<file path="src/rtl/matrix_walk_pkg.sv">
// Shared types for the matrix walk sequencer.
package matrix_walk_pkg;

    typedef enum logic [1:0] {
        IDLE = 2'd0,
        RUN  = 2'd1,
        DONE = 2'd2
    } state_t;

endpackage

</file>
<file path="src/rtl/matrix_walk_ctrl_counter.sv">
// Modulo-MOD up counter with a synchronous clear that has priority over counting.
module counter_mod #(
    parameter  int unsigned MOD = 16,
    localparam int unsigned W   = (MOD > 1) ? $clog2(MOD) : 1
) (
    input  logic         clk,
    input  logic         rst,
    input  logic         up,
    input  logic         reset_count,
    output logic [W-1:0] count
);

    always_ff @(posedge clk) begin
        if (rst || reset_count) begin
            count <= '0;
        end else if (up) begin
            count <= (count == W'(MOD - 1)) ? '0 : count + W'(1);
        end
    end

endmodule

</file>
<file path="src/rtl/matrix_walk_ctrl.sv">
// Streams (row, col) coordinates of a full or lower-triangular matrix walk
// under valid/ready flow control.
module matrix_walk_ctrl
    import matrix_walk_pkg::*;
#(
    parameter  int unsigned ROWS  = 16,
    parameter  int unsigned COLS  = 16,
    localparam int unsigned ROW_W = $clog2(ROWS),
    localparam int unsigned COL_W = $clog2(COLS)
) (
    input  logic             clk,
    input  logic             rst,
    input  logic             start,
    input  logic             tri_mode,
    input  logic             out_ready,
    output logic             out_valid,
    output logic [ROW_W-1:0] row,
    output logic [COL_W-1:0] col,
    output logic             row_last,
    output logic             mat_last,
    output logic             busy,
    output logic             done
);

    localparam int unsigned IDX_W = (ROW_W > COL_W) ? ROW_W : COL_W;

    state_t state;
    logic   tri_mode_q;
    logic   fire;
    logic   clear;
    logic   on_diag;
    logic   col_end;

    assign fire    = out_valid && out_ready;
    assign clear   = (state == IDLE) && start;
    assign on_diag = (IDX_W'(col) == IDX_W'(row));
    assign col_end = tri_mode_q ? on_diag : (col == COL_W'(COLS - 1));

    // Last-flags decode purely from registered state and indices.
    assign row_last = (state == RUN) && col_end;
    assign mat_last = row_last && (row == ROW_W'(ROWS - 1));

    // In full mode the column wraps at COLS-1 by itself; tri mode wraps on the diagonal.
    counter_mod #(.MOD(COLS)) u_col_cnt (
        .clk         (clk),
        .rst         (rst),
        .up          (fire),
        .reset_count (clear || (fire && tri_mode_q && on_diag)),
        .count       (col)
    );

    // The row counter wraps to 0 on the final fire, leaving indices clean for the next walk.
    counter_mod #(.MOD(ROWS)) u_row_cnt (
        .clk         (clk),
        .rst         (rst),
        .up          (fire && row_last),
        .reset_count (clear),
        .count       (row)
    );

    always_ff @(posedge clk) begin
        if (rst) begin
            state      <= IDLE;
            tri_mode_q <= 1'b0;
            out_valid  <= 1'b0;
            busy       <= 1'b0;
            done       <= 1'b0;
        end else begin
            done <= 1'b0;
            case (state)
                IDLE: begin
                    if (start) begin
                        state      <= RUN;
                        tri_mode_q <= tri_mode;
                        out_valid  <= 1'b1;
                        busy       <= 1'b1;
                    end
                end
                RUN: begin
                    if (fire && mat_last) begin
                        state     <= DONE;
                        out_valid <= 1'b0;
                        done      <= 1'b1;
                    end
                end
                DONE: begin
                    state <= IDLE;
                    busy  <= 1'b0;
                end
                default: begin
                    state     <= IDLE;
                    out_valid <= 1'b0;
                    busy      <= 1'b0;
                end
            endcase
        end
    end

endmodule

</file>
<file path="config.mk">
export PLATFORM = sky130hd
export DESIGN_NAME = matrix_walk_ctrl
export DESIGN_NICKNAME = d
export VERILOG_FILES = /design/src/rtl/matrix_walk_pkg.sv /design/src/rtl/matrix_walk_ctrl_counter.sv /design/src/rtl/matrix_walk_ctrl.sv
export SDC_FILE = /design/constraint.sdc
export NUM_CORES = 1
export LEC_CHECK = 0
export CAP_MARGIN = 10
export CORE_MARGIN = 2
export CORE_UTILIZATION = 47
export CTS_CLUSTER_SIZE = 20
export DETAILED_ROUTE_END_ITERATION = 10
export PLACE_DENSITY = 0.76
export SYNTH_ARGS = -nofsm -noshare
export SYNTH_HDL_FRONTEND = slang
export SYNTH_SLANG_ARGS = --single-unit
</file>
<file path="constraint.sdc">
create_clock -name clk -period 2.2 [get_ports clk]
set_clock_uncertainty 0.05 [all_clocks]
set_input_delay 0.44 -clock clk [delete_from_list [all_inputs] [get_ports clk]]
set_output_delay 0.44 -clock clk [all_outputs]
set_load 0.05 [all_outputs]
</file>
==> results.yml <==
yosys:
  syn_avg_cell_area_sq_um: 9.09
  synth.distinct_cells: 30
  synth.cell_area_sq_um: 763
  ys_seq_area_share_pct: 36.7
  yosys_warnings: 0
  ys_seq_elements: 14
  synth_nets: 91
  synthCells: 84
cells_and_area:
  regArea_sq_um: 297
  design_area_sq_mm: 0.00108
  antenna_cells: 0
  nFillCells: 122
  multi_input_area_sq_um: 503
  layout_common_cells: "15 x clkdlybuf4s50_1, 10 x nor2_1, 8 x nand2_1"
  drive_gt1_share_pct: 32.4
  area_growth_pct: 41.5
  nets: 116
  layout_commonest_cell: "clkdlybuf4s50_1"
cts:
  cts_root_buf: "clkbuf_4"
  clock_latency_ps: 290
  cts_buffers: 3
  clk_pin_slew_ps: 80
  clk_path_buf_depth: 2
  cts.htree.levels: 1
  cts_tree: "built"
  cts.sinks: 14
global_routing:
  grt_usage_pct: 19.3
  grt_first_pass_wirelength_mm: 2.76
  grt_overflow: 0
  antenna_found_initial: 0
  grt_pass1_vias: 650
  grt_max_degree: 9
run:
  cap_violations: 0
floorplanning:
  placementRows: 14
  die_area_sq_mm: 0.00196
  core_area_sq_mm: 0.00151
  io-pin-count: 18
  die_x_um: 44.3
  die_y_um: 44.3
  initial_core_util_pct: 50.7
worst_setup_path:
  end_kind: "output port"
  worstPathRequired_ps: 1710
  critPathArrivalTime_ps: 1650
  crit_path_max_fanout: 7
  crit_chain: "ha_4 -> and4b_1 -> nand2_2 -> o21ai_4 -> and4_4 -> buf_12"
  cpMaxStageDelayCell: "dfxtp_4"
  worstSetupPathType: "register to output port"
  max_stage_delay_ps: 420
  critical_path.startpoint_type: "register"
routing:
  avgViaCountPerCell: 5.42
  num_vias: 672
  wl_per_cell_um: 12.5
  first_pass_iters: 4
  antenna_left: 0
  finalWirelength_mm: 1.55
  drc: 0
  drt_iter0_drc: 7
power:
  powerDensity_mw_per_mm2: 495
  p_leak_nw: 0.407
  peakVddDrop_v: 0.000531
outcome:
  status: "finished, final reports clean"
sta:
  drv_slew: 0
  setup_slack_ps: 64.5
  max_freq_mhz: 468
  tightestPinTransition_ps: 509
  setup_viol: 0
  period_needed_ps: 2140
  post-route-period-util_pct: 97.1
  hold_violations: 0
  max-slew-margin-rel_pct: 66.0
placed_design:
  portBuffers: 17
  place_congestion: 0.787
  hpwl_mm: 1.22
  dp_slack_ps: 152
  placed_area_sq_um: 988
hold_path:
  hp-class: "register to register"
==> cell usage after synthesis (all sizes together) <==
library cell	number	area share [%]
dfxtp	14	37
nor2	10	4.9
nand2	9	4.4
a21oi	6	3.9
xnor2	6	7.9
nand3	5	4.6
o21ai	5	4.3
nor3	4	4.6
and3	3	2.5
and2b	2	2.3
and4b	2	2.6
ha	2	3.3
mux2i	2	2.6
nor2b	2	1.6
a311oi	1	1.1
a31o	1	1.1
and2	1	0.82
and4	1	1.3
buf	1	1.5
inv	1	0.49
nand4	1	0.82
nor3b	1	0.98
nor4	1	2.8
or2	1	0.82
or3	1	0.82
xor2	1	1.1
==> critical path, delay by kind of cell (launching register included) <==
family,cells,cell delay [ps]
simple gates,3,570
fa+ha+maj,1,160
compound gates,1,80
buf+inv,1,130
flops,1,420
==> through the flow <==
step | instances | utilization [%] | TNS, ps | power [mW] | hold slack [ps]
after global routing | 124 | 71.7 | -15.8 | 0.557 | 481
after detailed placement | 117 | 65.6 | 0 | 0.349 | 436
after floorplan | 84 | - | 0 | 0.321 | 460
final | 124 | 71.7 | 0 | 0.534 | 445
after CTS | 122 | 69.0 | 0 | 0.535 | 449
after global placement | 117 | 65.6 | 0 | 0.348 | 436
==> report_power, final <==
part | leakage, nW | internal, mW | switching (mW)
combinational | 0.267 | 0.0340 | 0.0422
sequential | 0.119 | 0.259 | 0.0101
clock | 0.0210 | 0.101 | 0.0884
total | 0.407 | 0.393 | 0.141
==> logic make-up (layout without fill, tap and decap cells) <==
kind of cell / Yosys count / after routing / share of synthesized area [%]
compound gates: 13 / 13 / 10.5
mux: 2 / 2 / 2.62
flops: 14 / 14 / 36.7
buf+inv: 2 / 26 / 1.97
simple gates: 44 / 44 / 35.9
fa+ha+maj: 2 / 2 / 3.28
xor+xnor: 7 / 7 / 9.02
==> final timing paths <==
check / start / end / slack, ps / cells after the start
hold reg to reg: busy / busy / 440 / 2
setup reg to reg: u_col_cnt.count[0] / u_row_cnt.count[2] / 540 / 8
setup / recovery: u_col_cnt.count[0] / mat_last / 60 / 6
hold / removal: busy / busy / 440 / 2
==> registers in the layout, indices dropped and copies added, names as in the netlist <==
register and flops:
busy 1, done 1, out_valid 1, state 2, tri_mode_q 1, u_col_cnt.count 4, u_row_cnt.count 4
==> layout make-up <==
type | count | area share, %
sequential | 14 | 27.5
timing repair buffer | 21 | 20.4
tap | 16 | 1.85
clock buffer | 4 | 3.36
inverter | 1 | 0.348
multi-input combinational | 68 | 46.6
==> routing by layer <==
metal  vias to the layer above  part of all wire, %  GRT usage (%)  routed length (um)
met5                         -                    0              0                   0
met2                        15                   49           30.6                 765
met3                         2                  3.7           5.31                  57
met4                         0                  1.3           9.09                  20
li1                        345                    -              -                   -
met1                       310                   46           24.3                 704
==> what timing repair did <==
item / in CTS / in global routing
hold endpoints to repair: 0 / 0
hold buffers: 0 / 0
pin swaps: 1 / 3
gates resized for setup: 3 / 4
endpoints found under the setup margin: 1 / 1
setup buffers: 1 / 2
No activity file was read; power rests on OpenSTA's default activity.
